--- src/rtl/afifo_rd_stream.sv ---
// Read-side consumer for the async FIFO: credit-checked pops, a small skid buffer that
// absorbs the RAM read latency, a valid/ready output stream, a flush/drain mode and a delivered-word counter.
//
//   state | meaning
//   RUN   | normal streaming, pop only when the returning word has a slot
//   FLUSH | pop everything, discard returning words, output stream idle
//   DONE  | one-cycle flush_done pulse, then RUN or FLUSH again
module afifo_rd_stream #(
    parameter int DW         = 24,
    parameter int SKID_DEPTH = 2,
    parameter int CW         = 16
) (
    input  logic          rclk,
    input  logic          rst_n,
    input  logic          empty,
    input  logic          vld,
    input  logic [DW-1:0] data_out,
    output logic          pop,
    input  logic          flush,
    output logic          flush_done,
    output logic          out_vld,
    input  logic          out_rdy,
    output logic [DW-1:0] out_data,
    output logic [CW-1:0] word_cnt
);
    localparam int IW = (SKID_DEPTH > 1) ? $clog2(SKID_DEPTH) : 1;
    localparam int NW = $clog2(SKID_DEPTH + 1);
    localparam logic [IW-1:0] LAST_IDX = IW'(SKID_DEPTH - 1);
    localparam logic [NW-1:0] FULL     = NW'(SKID_DEPTH);
    localparam logic [NW:0]   DEPTH_X  = (NW + 1)'(SKID_DEPTH);

    typedef enum logic [1:0] {
        RUN   = 2'd0,
        FLUSH = 2'd1,
        DONE  = 2'd2
    } state_t;

    state_t        state, state_nxt;
    logic          inflight;
    logic [NW-1:0] cnt;
    logic [IW-1:0] rd_idx, wr_idx;
    logic [DW-1:0] mem [SKID_DEPTH];
    logic          deq, wr_en, flush_entry;
    logic [NW:0]   occ;

    function automatic logic [IW-1:0] idx_inc(input logic [IW-1:0] i);
        return (i == LAST_IDX) ? '0 : i + 1'b1;
    endfunction

    assign out_vld     = (cnt != '0);
    assign out_data    = mem[rd_idx];
    assign deq         = out_vld && out_rdy;
    assign flush_entry = (state == RUN) && flush;
    // inflight qualifies vld so a word from a pop issued before reset is ignored
    assign wr_en       = vld && inflight && (state == RUN) && !flush && ((cnt != FULL) || deq);
    assign occ         = {1'b0, cnt} + (NW + 1)'(inflight) - (NW + 1)'(deq);

    always_ff @(posedge rclk or negedge rst_n) begin
        if (!rst_n) state <= RUN;
        else        state <= state_nxt;
    end

    always_comb begin
        state_nxt = state;
        case (state)
            RUN:     if (flush) state_nxt = FLUSH;
            FLUSH:   if (empty && !inflight) state_nxt = DONE;
            DONE:    state_nxt = flush ? FLUSH : RUN;
            default: state_nxt = RUN;
        endcase
    end

    always_comb begin
        pop        = 1'b0;
        flush_done = 1'b0;
        case (state)
            RUN:     pop = !empty && (occ < DEPTH_X);
            FLUSH:   pop = !empty;
            DONE:    flush_done = 1'b1;
            default: pop = 1'b0;
        endcase
        pop = pop && rst_n;
    end

    always_ff @(posedge rclk or negedge rst_n) begin
        if (!rst_n) begin
            inflight <= 1'b0;
            cnt      <= '0;
            rd_idx   <= '0;
            wr_idx   <= '0;
            word_cnt <= '0;
            for (int i = 0; i < SKID_DEPTH; i++) mem[i] <= '0;
        end else begin
            inflight <= pop;
            if (deq && (word_cnt != '1)) word_cnt <= word_cnt + 1'b1;
            if (flush_entry) begin
                cnt    <= '0;
                rd_idx <= '0;
                wr_idx <= '0;
            end else begin
                if (wr_en) begin
                    mem[wr_idx] <= data_out;
                    wr_idx      <= idx_inc(wr_idx);
                end
                if (deq) rd_idx <= idx_inc(rd_idx);
                case ({wr_en, deq})
                    2'b10:   cnt <= cnt + 1'b1;
                    2'b01:   cnt <= cnt - 1'b1;
                    default: cnt <= cnt;
                endcase
            end
        end
    end

    overflow_chk: assert property (@(posedge rclk) disable iff (!rst_n)
        !((state == RUN) && vld && inflight && (cnt == FULL) && !deq));

endmodule

--- config.mk ---
export PLATFORM = sky130hd
export DESIGN_NAME = afifo_rd_stream
export DESIGN_NICKNAME = d
export VERILOG_FILES = /design/src/rtl/afifo_rd_stream.sv
export SDC_FILE = /design/constraint.sdc
export NUM_CORES = 1
export LEC_CHECK = 0
export CORE_ASPECT_RATIO = 1.25
export CORE_UTILIZATION = 35
export DETAILED_ROUTE_END_ITERATION = 8
export MAX_ROUTING_LAYER = met4
export PLACE_DENSITY = 0.59
export SLEW_MARGIN = 5
export SYNTH_ARGS = -nofsm -noshare
export SYNTH_HDL_FRONTEND = slang
export SYNTH_SLANG_ARGS = --single-unit
--- constraint.sdc ---
create_clock -name rclk -period 2.13 [get_ports rclk]
set_input_delay 0.213 -clock rclk [delete_from_list [all_inputs] [get_ports rclk]]
set_output_delay 0.213 -clock rclk [all_outputs]
set_load 0.01 [all_outputs]
-- Yosys cells after proc, flatten, opt, wreduce, memory -nomap -nowiden
Index checks and enable logic that the tools add are counted.
- logic and storage cells: 72
- output and inout port bits: 43
- input port bits: 30
- bits in registers: 71
- order comparisons: 4
- equal/unequal tests: 8
- $add $sub $neg: 7
- bitwise gates (word level): 3
- mux-type cells: 20
- reductions and logical operators: 22
- operator list (operator ; number):
    2-to-1 mux 24 bit ; 4
    bitwise mux 48 bit ; 1
    demux 24 bit (select 1 bit) ; 1
    adder 16 x 1 -> 16 bit (second input constant) ; 1
    != test 16 bit (second input constant) ; 1
    logical AND 1 bit ; 11
    2-to-1 mux 1 bit ; 8
    2-to-1 mux 2 bit ; 3
    != test 2 bit (second input constant) ; 3
    case mux 2 bit (3 select lines) ; 1
    nonzero test 2 bit ; 3
    == test 2 x 1 -> 1 bit (second input constant) ; 2
    == test 2 bit (second input constant) ; 2
    >= comparator 2 bit (second input constant) ; 2
    inverter 1 -> 2 bit ; 2
    case mux 2 bit (2 select lines) ; 1
    AND reduction 2 bit ; 2
    adder 2 x 1 -> 3 bit ; 1
    logical NOT 1 bit ; 3
    less-than comparator 3 x 2 -> 1 bit (second input constant) ; 1
    nonzero test 3 bit ; 1
    subtractor 3 x 1 -> 3 bit ; 1
    adder 1 bit (second input constant) ; 2
    adder 2 x 1 -> 2 bit (second input constant) ; 1
    other kinds (6) ; 6

-- Depth between registers and ports, before layout
Gate-level depths: netlist (run 1).
- word-level depth: 7
- depth in mapped cells: 9
- gate-level depth less buffers: 8

-- Worst setup path after synthesis (run 1)
OpenSTA, ideal clock, no wires.
- kind: register to output
- start: register cnt[1]
- end: output pop
- data arrival time: 2.411 ns
- path slack: -0.494 ns
- path buffers: 1
- required time: 1.917 ns
- stages on the path, launching flop included: 10
- cell sequence: dfrtp_1 buf_2 o21ai_4 inv_1 ha_1 nand2b_1 fa_1 xnor2_1 a21oi_1 nor4b_1
- longest elaborated chain between the ends: 7
- elaborated cells on any way between the ends: 8
- classes of those cells: 2 x add/sub; 1 x order compare; 1 x mux; 4 x reduce/logical
- RTL lines (what ; RTL line ; source):
    start, declared ; 40 ; logic [NW-1:0] cnt;
    start signal, assigned ; 107 ; 2'b10: cnt <= cnt + 1'b1;
    start signal, assigned ; 108 ; 2'b01: cnt <= cnt - 1'b1;
    start signal, assigned ; 109 ; default: cnt <= cnt;
    branches (longest 2 deep; another with adder 2 x 1 -> 3 bit) ; -- ;
    subtractor 3 x 1 -> 3 bit * ; 56 ; assign occ = {1'b0, cnt} + (NW + 1)'(inflight) - (NW + 1)'(deq);
    less-than comparator 3 x 2 -> 1 bit * ; 77 ; RUN: pop = !empty && (occ < DEPTH_X);
    logical AND 1 bit * ; 77 ;
    case mux 1 bit (2 select lines) * ; 76 ; case (state)
    logical AND 1 bit * ; 82 ; pop = pop && rst_n;
    end, declared ; 18 ; output logic pop,
Every way passes the cells marked *.

-- Final worst setup path (run 1)
Ends and elaborated chain as after synthesis.

==> results of run 1 <==
[worst paths after layout]
kind                              start            to  slack (ns)  cells past startpoint
min in group rclk                 rst_n      inflight        0.31                      3
worst max register to register   cnt[1]      inflight        0.02                      9
worst min register to register  mem[44]       mem[44]        0.48                      1
worst min-delay path              rst_n        mem[5]        0.14                      2
max in group asynchronous         rst_n  word_cnt[15]        1.38                      2
worst max-delay path             cnt[1]           pop       -0.49                      9
[critical path, cell delays in order, from the launching register on]
cell      delay (ns)
dfrtp_1         0.40
o21ai_4         0.17
inv_2           0.06
ha_4            0.20
nand2b_4        0.14
fa_2            0.37
xnor2_2         0.17
a21oi_2         0.08
nor4b_4         0.30
buf_2           0.18
[cell families (layout without fill, tap and decap cells)]
kind of cell | Yosys count | after routing | synth area share [%]
AO/OA/AOI/OAI | 22 | 22 | 5.59
XOR/XNOR | 11 | 11 | 2.81
adder cells (fa/ha/maj) | 3 | 3 | 1.32
buffers and inverters | 17 | 114 | 3.95
flip-flops | 71 | 71 | 51.9
multiplexers | 80 | 80 | 26.2
AND/OR/NAND/NOR | 47 | 47 | 8.22
[metrics by stage]
step	TNS, ns	setup slack (ns)	hold WS [ns]	total power, uW	util [%]
2_1_floorplan	-0.445	-0.268	-0.0826	2580	-
5_1_grt	-0.674	-0.603	0.252	5000	49.4
3_3_place_gp	-0.791	-0.739	0.463	3340	46.1
4_1_cts	-0.534	-0.534	0.173	4780	49.0
3_5_place_dp	-0.914	-0.799	0.475	3370	46.1
6_report	-0.489	-0.489	0.142	4710	49.4
[metal layers]
layer | global-route usage, % | vias up
li1 | - | 1087
met1 | 17.7 | 1136
met2 | 24.8 | 54
met3 | 5.22 | 5
met4 | 5.91 | 0
met5 | - | -
[state kept, by name, summed over array words and instances, names as in the netlist]
register,flops
state,2
mem,48
inflight,1
wr_idx,1
cnt,2
rd_idx,1
word_cnt,16
[cells in the final DEF (no fill, tap or decap), types with 3 or more instances in the layout]
| cell type | count |
|---|---|
| clkdlybuf4s50_1 | 70 |
| a21oi_1 | 5 |
| mux2_1 | 3 |
| nand4_1 | 3 |
| buf_12 | 4 |
| mux2_2 | 74 |
| nor3_1 | 4 |
| and3_1 | 3 |
| nand3_1 | 6 |
| mux2i_1 | 3 |
| clkbuf_16 | 9 |
| nand2_1 | 11 |
| a211oi_1 | 5 |
| xor2_1 | 8 |
| clkbuf_8 | 3 |
| nor2_1 | 5 |
| inv_1 | 3 |
| buf_4 | 17 |
| clkbuf_1 | 3 |
| dfrtp_1 | 71 |
[repair_timing]
item                                   in CTS  in global routing
gates resized for setup                     4                  4
endpoints found under the hold margin       0                  0
pin swaps                                   0                  6
buffers inserted                            0                  3
setup endpoints to repair                   1                  2
[power breakdown]
part / total, uW / leakage, uW / internal (uW) / switching, uW
combinational: 1530 / 0.00102 / 975 / 559
clock: 1380 / 0.000136 / 878 / 504
sequential: 1800 / 0.000942 / 1640 / 159
[final cells by class]
class	instances	area [um^2]	share of cell area (%)
Multi-Input combinational cell	163	1560	33.1
Tap cell	126	158	3.34
Timing Repair Buffer	94	930	19.7
Inverter	5	18.8	0.398
Sequential cell	71	1780	37.6
Clock buffer	15	278	5.88
==> results.toml, run 1 <==
[critical_path]
cp-end-kind = "output port"
crit_fanout = 2
crit_path_start_kind = "register"
crit_required_ns = 1.92
path_class = "register to output port"
critical_path_arrival_ns = 2.41

[clock_network]
cts_buffers = 9
htree_num_levels = 3
cts_tree = "built"
cts_sinks = 71
postCtsHoldBufs = 0
clock_path_buffers = 2
clock_latency_ns = 0.32
clock-root-buffer = "clkbuf_16"
clk_pin_slew_ns = 0.05

[routing]
met3WireLength_um = 365
wl_per_cell_um = 15.0
top_layer_used = "met4"
met2_length_um = 3480
wirelength_um = 7100
routed_via_density = 4.81
antenna_left = 0
dr_total_vias = 2282
met1_length_um = 3180
drt_iter0_markers = 69
drc = 0
drt_pass1_iterations = 4

[finish]
antenna_cells = 0
fillers = 878
fin_nets = 377
fin_cells = 474
final_area_um2 = 4720
syn_to_final_growth_pct = 37.9
drive_above_1_share_pct = 36.5

[status]
failed_checks = "setup timing"
status = "complete, but fails checks"

[timing]
slew_violations = 0
skew_ns = 0.00727
max_freq_mhz = 382
hold_violations = 0
slew_headroom_pct = 39.9
post-route-period-util_pct = 123
rsz0062_at_grt = "yes"
worst_pin_slew_ns = 0.901
worst_slack_ns = -0.489
finalSetupViolations = 1
min_period_ns = 2.62

[floorplan]
row_count = 40
die-area_um2 = 10200
io_pins = 73
start_util_pct = 35.8
core_um2 = 9560
fp.dieW_um = 90.5
die_h_um = 113

[synth]
yosys.area.top_type = "dfrtp_1"
synthFlopType = "dfrtp_1"
ys_warn_count = 0
ys_ff_latch = 71
ys_types = 45
synthTopCellsByArea = "dfrtp_1 52%, mux2_2 24%, xor2_1 2.0%"
synth_commonest_cells = "74 x mux2_2, 71 x dfrtp_1, 11 x nand2_1"
syn_inst = 251
syn_area_um2 = 3420
synthArstFlopShare_pct = 100
syn_nets = 284
yosysSeqAreaShare_pct = 51.9
synth_most_common_cell = "mux2_2"
yosysTopAreaCellShare_pct = 51.9
syn_area_per_cell_um2 = 13.6
synth-edff-count = 0

[power_and_ir_drop]
leakage_uw = 0.00210
peakVddDrop_v = 0.000498
powerDensity_nw_per_um2 = 998

[place]
port_buffers = 72
routabilityCongestion = 0.789
placed_area_um2 = 4410
dp_hpwl_um = 5000
placed_cells = 456

[global_routing]
grt_pass1_wl_um = 11700
overflow = 0
grt_pass1_vias = 2402
grtUsageTotal_pct = 15.4
grt_max_degree = 72
antenna_found_initial = 0

[min_path]
hp-class = "primary input to async pin"

[run]
maxCapViolations = 0
Power figures use the tool's default switching activity.
==> inputs of run 2 (changes only) <==
--- a/config.mk
+++ b/config.mk
@@ -8,9 +8,9 @@
 export CORE_ASPECT_RATIO = 1.25
 export CORE_UTILIZATION = 35
 export DETAILED_ROUTE_END_ITERATION = 8
-export MAX_ROUTING_LAYER = met4
 export PLACE_DENSITY = 0.59
 export SLEW_MARGIN = 5
 export SYNTH_ARGS = -nofsm -noshare
 export SYNTH_HDL_FRONTEND = slang
 export SYNTH_SLANG_ARGS = --single-unit
+export TNS_END_PERCENT = 5
==> results.toml, run 2 (same netlist as run 1, synthesis figures left out) <==
[status]
status = "complete, but fails checks"
failed_checks = "setup timing"

[timing]
max_freq_mhz = 382
slew_violations = 0
min_period_ns = 2.62
finalSetupViolations = 1
skew_ns = 0.00819
slew_headroom_pct = 39.9
post-route-period-util_pct = 123
worst_pin_slew_ns = 0.902
rsz0062_at_grt = "yes"
tns_ns = -0.490
worst_slack_ns = -0.490
hold_violations = 0

[critical_path]
path_cells = "o21ai_4 -> inv_2 -> ha_4 -> nand2b_4 -> fa_2 -> xnor2_2 -> a21oi_2 -> nor4b_4 -> buf_2"
crit_required_ns = 1.92
worst-path-buf-inv = 2
critical_path_arrival_ns = 2.41
crit_path_start_kind = "register"
path_class = "register to output port"
crit_fanout = 2
crit_slowest_cell = "dfrtp_1"
path_delay_family = "adder cells"
slowest_delay_ns = 0.40
cp-end-kind = "output port"

[place]
port_buffers = 72
routabilityCongestion = 0.778
placed_area_um2 = 4410
dp_hpwl_um = 5000

[finish]
layout_common_cells = "74 x mux2_2, 71 x dfrtp_1, 70 x clkdlybuf4s50_1"
antenna_cells = 0
reg_top3 = "mem x48, word_cnt x16"
layout_commonest_cell = "mux2_2"
final_area_um2 = 4720
largest_register_ffs = 48
drive_above_1_share_pct = 36.5
regMostFlops = "mem"
syn_to_final_growth_pct = 37.9
fillers = 878
fin_nets = 377

[clock_network]
cts_tree = "built"
clock-root-buffer = "clkbuf_16"
postCtsHoldBufs = 0
cts_buffers = 9
clock_path_buffers = 2
cts_sinks = 71
clk_pin_slew_ns = 0.05
clock_latency_ns = 0.33
htree_num_levels = 3

[routing]
met1_length_um = 3190
top_layer_used = "met4"
drc = 0
wirelength_um = 7110
routed_via_density = 4.85
antenna_left = 0
drt_iter0_markers = 63
drt_pass1_iterations = 4
wl_per_cell_um = 15.0
met2_length_um = 3460
dr_total_vias = 2297
met3WireLength_um = 344

[power_and_ir_drop]
peakVddDrop_v = 0.000498
powerDensity_nw_per_um2 = 999
leakage_uw = 0.00210

[floorplan]
core_um2 = 9560
row_count = 40
start_util_pct = 35.8
die_h_um = 113
die-area_um2 = 10200
fp.dieW_um = 90.5
io_pins = 73

[global_routing]
overflow = 0
grt_pass1_vias = 2396
grt_pass1_wl_um = 11700
antenna_found_initial = 0
grtUsageTotal_pct = 14.9
grt_max_degree = 72

[run]
maxCapViolations = 0

[min_path]
hp-class = "primary input to async pin"
-- run 2: cell counts in the layout (fill, tap and decap cells not counted) --
Identical to the previous run, type by type.
-- run 2: metal layers --
layer / vias to the layer above / track usage (%)
li1: 1090 / -
met1: 1148 / 17.7
met2: 51 / 24.8
met3: 8 / 4.47
met4: 0 / 6.88
met5: - / 0
-- run 2: worst register-to-register path: cells and delay by family, from the launching register on --
family,cells,cell delay [ns]
xor+xnor,1,0.17
fa+ha+maj,2,0.57
simple gates,2,0.44
compound gates,2,0.25
buf+inv,2,0.21
flops,1,0.40
-- run 2: path summary, 6_finish.rpt --
path / depth (start not counted) / to / start / slack, ns
worst max register to register: 9 / inflight / cnt[1] / 0.02
worst max-delay path: 9 / pop / cnt[1] / -0.49
worst min register to register: 1 / mem[44] / mem[44] / 0.48
max in group asynchronous: 2 / word_cnt[15] / rst_n / 1.38
worst min-delay path: 2 / mem[5] / rst_n / 0.15
min in group rclk: 3 / inflight / rst_n / 0.31
-- run 2: cell type report --
cell class,instances,area (um^2),area share (%)
sequential,71,1780,37.6
multi-input combinational,163,1560,33.1
clock buffer,15,278,5.88
tap,126,158,3.34
timing repair buffer,94,930,19.7
inverter,5,18.8,0.398
-- run 2: metrics by stage --
step / setup slack [ns] / hold slack (ns) / total power, uW / util [%] / cells
6_report: -0.490 / 0.151 / 4710 / 49.4 / 474
4_1_cts: -0.534 / 0.173 / 4780 / 49.0 / 471
3_5_place_dp: -0.799 / 0.475 / 3370 / 46.1 / 456
3_3_place_gp: -0.739 / 0.463 / 3340 / 46.1 / 456
5_1_grt: -0.600 / 0.255 / 4990 / 49.4 / 474
2_1_floorplan: -0.268 / -0.0826 / 2580 / - / 251
-- run 2: power breakdown --
part / internal, uW / total (uW) / switching, uW
registers: 1640 / 1800 / 160
logic: 975 / 1530 / 559
clock network: 878 / 1380 / 506
-- run 2: timing repair --
item | 4_1_cts | 5_1_grt
pin swaps | 0 | 6
resized for setup | 4 | 4
setup buffers | 0 | 3
setup endpoints to repair | 1 | 2
==> RTL change, RTL diff (settings of run 2) <==
The parameter `SKID_DEPTH` goes from 2 to 4.
--- a/src/rtl/afifo_rd_stream.sv
+++ b/src/rtl/afifo_rd_stream.sv
@@ -7,7 +7,7 @@
 //   DONE  | one-cycle flush_done pulse, then RUN or FLUSH again
 module afifo_rd_stream #(
     parameter int DW         = 24,
-    parameter int SKID_DEPTH = 2,
+    parameter int SKID_DEPTH = 4,
     parameter int CW         = 16
 ) (
     input  logic          rclk,
Function: changed (a bounded check fails within 4 cycles, from zero or initial values and one cycle with rst_n low).
==> RTL change against run 2 <==
The run still ends with setup timing left; total power grew 63%; sequential cell count rose by 51; global-route usage rose by 0.89 points; combinational power increased by 29%; design area increased by 68%; area after synthesis grew 78%; worst setup slack worse by 0.30 ns; wire length rose by 83%; highest routed layer unchanged.
==> RTL change: results (changes against run 2) <==
- Failing checks: setup timing
- Final nets: 536 (+42%)
- Worst VDD drop: 0.532 mV (+6.7%)
- Setup WS pre-CTS: -0.801 ns (-0.00266 ns)
- Largest net degree at the start of global routing: 123 (+71%)
- Via Count: 3577 (+56%)
- Post-Synth Adder-Cell Area: 2.18% (+0.86 points)
- PnR worst setup slack: -0.791 ns (-0.301 ns)
- Total CTS buffers: 17 (+8)
- Skew-Pair Late Insertion Delay: 0.41 ns (+0.08 ns)
- Hold Crit Class: input port to flip-flop
- Synth Net Count: 421 (+48%)
- Relative slew slack: 54.8% (+15 points)
- Endpoints failing setup: 22 (+21)
- Leakage power: 3.57 nW (+70%)
- Reg-to-reg endpoint: word_cnt[14]
- Biggest regs: mem x96, word_cnt x16, cnt x3
- WHS: 0.432 ns (+0.282 ns)
- Post-Route WL: 13.0 mm (+83%)
- GRT Total Usage: 15.8% (+0.89 points)
- Slowest library cell on the worst path: or3_4
- Mux cell area share after synthesis: 32.3% (+6.1 points)
- Status: finished, violations left
- Register area share after synthesis: 50.1% (-1.8 points)
- Placed Area: 7200 um^2 (+63%)
- Clk_skew: 0.00660 ns (-0.00160 ns)
- Worst r2r path cells: 18 (+9)
[RTL change: cells by family after synthesis]
group           count (synthesis)
buf+inv                        27
xor+xnor                       13
fa+ha+maj                      10
simple gates                   61
compound gates                 24
mux                           124
flops                         122
[RTL change: stage by stage]
| step | TNS (ns) | std cells |
|---|---|---|
| final | -7.38 | 729 |
| after floorplan | -0.641 | 381 |
| after CTS | -7.49 | 729 |
| after global routing | -9.23 | 729 |
| after detailed placement | -3.79 | 684 |
| after global placement | -2.97 | 684 |
[RTL change: worst max-delay path, delay by kind of cell (launching register included)]
family,cells,cell delay (ns)
fa+ha+maj,2,0.27
buf+inv,4,0.41
flops,1,0.40
compound gates,1,0.08
simple gates,5,1.14
[RTL change: power breakdown]
part,internal [mW],total (mW),switching [mW]
clock network,1.88,2.86,0.985
logic,1.19,1.97,0.771
registers,2.63,2.84,0.214
total,5.70,7.67,1.97
[RTL change: layout make-up]
cell class              instances  area (um^2)
clock buffers                  26          509
clock inverters                 6         83.8
fillers                      1470         8970
inverters                       8         35.0
multi-input cells             232         2880
flip-flops and latches        122         3060
well taps                     220          275
repair buffers                115         1100
[RTL change: timing repair]
action                                  4_1_cts  5_1_grt
pin swaps                                     8        4
gates resized for setup                      65       20
hold buffers                                  1        0
buffers inserted                             12        0
endpoints found under the setup margin       28       37
hold endpoints to repair                      2        0
[RTL change: worst max-delay path by stage]
stage / slack [ns] / to
2_1_floorplan: -0.34 / pop
3_3_place_gp: -0.72 / pop
3_5_place_dp: -0.80 / pop
4_1_cts: -0.84 / pop
5_1_grt: -0.92 / pop
6_report: -0.79 / pop
[RTL change: layer usage]
metal  share of wire [%]  global-route usage (%)  vias up
met2                  49                    24.8       68
li1                    -                       -     1640
met1                  46                    20.7     1855
met4                 1.2                    5.38        0
met5                   0                       0        -
met3                 4.1                    4.73       14
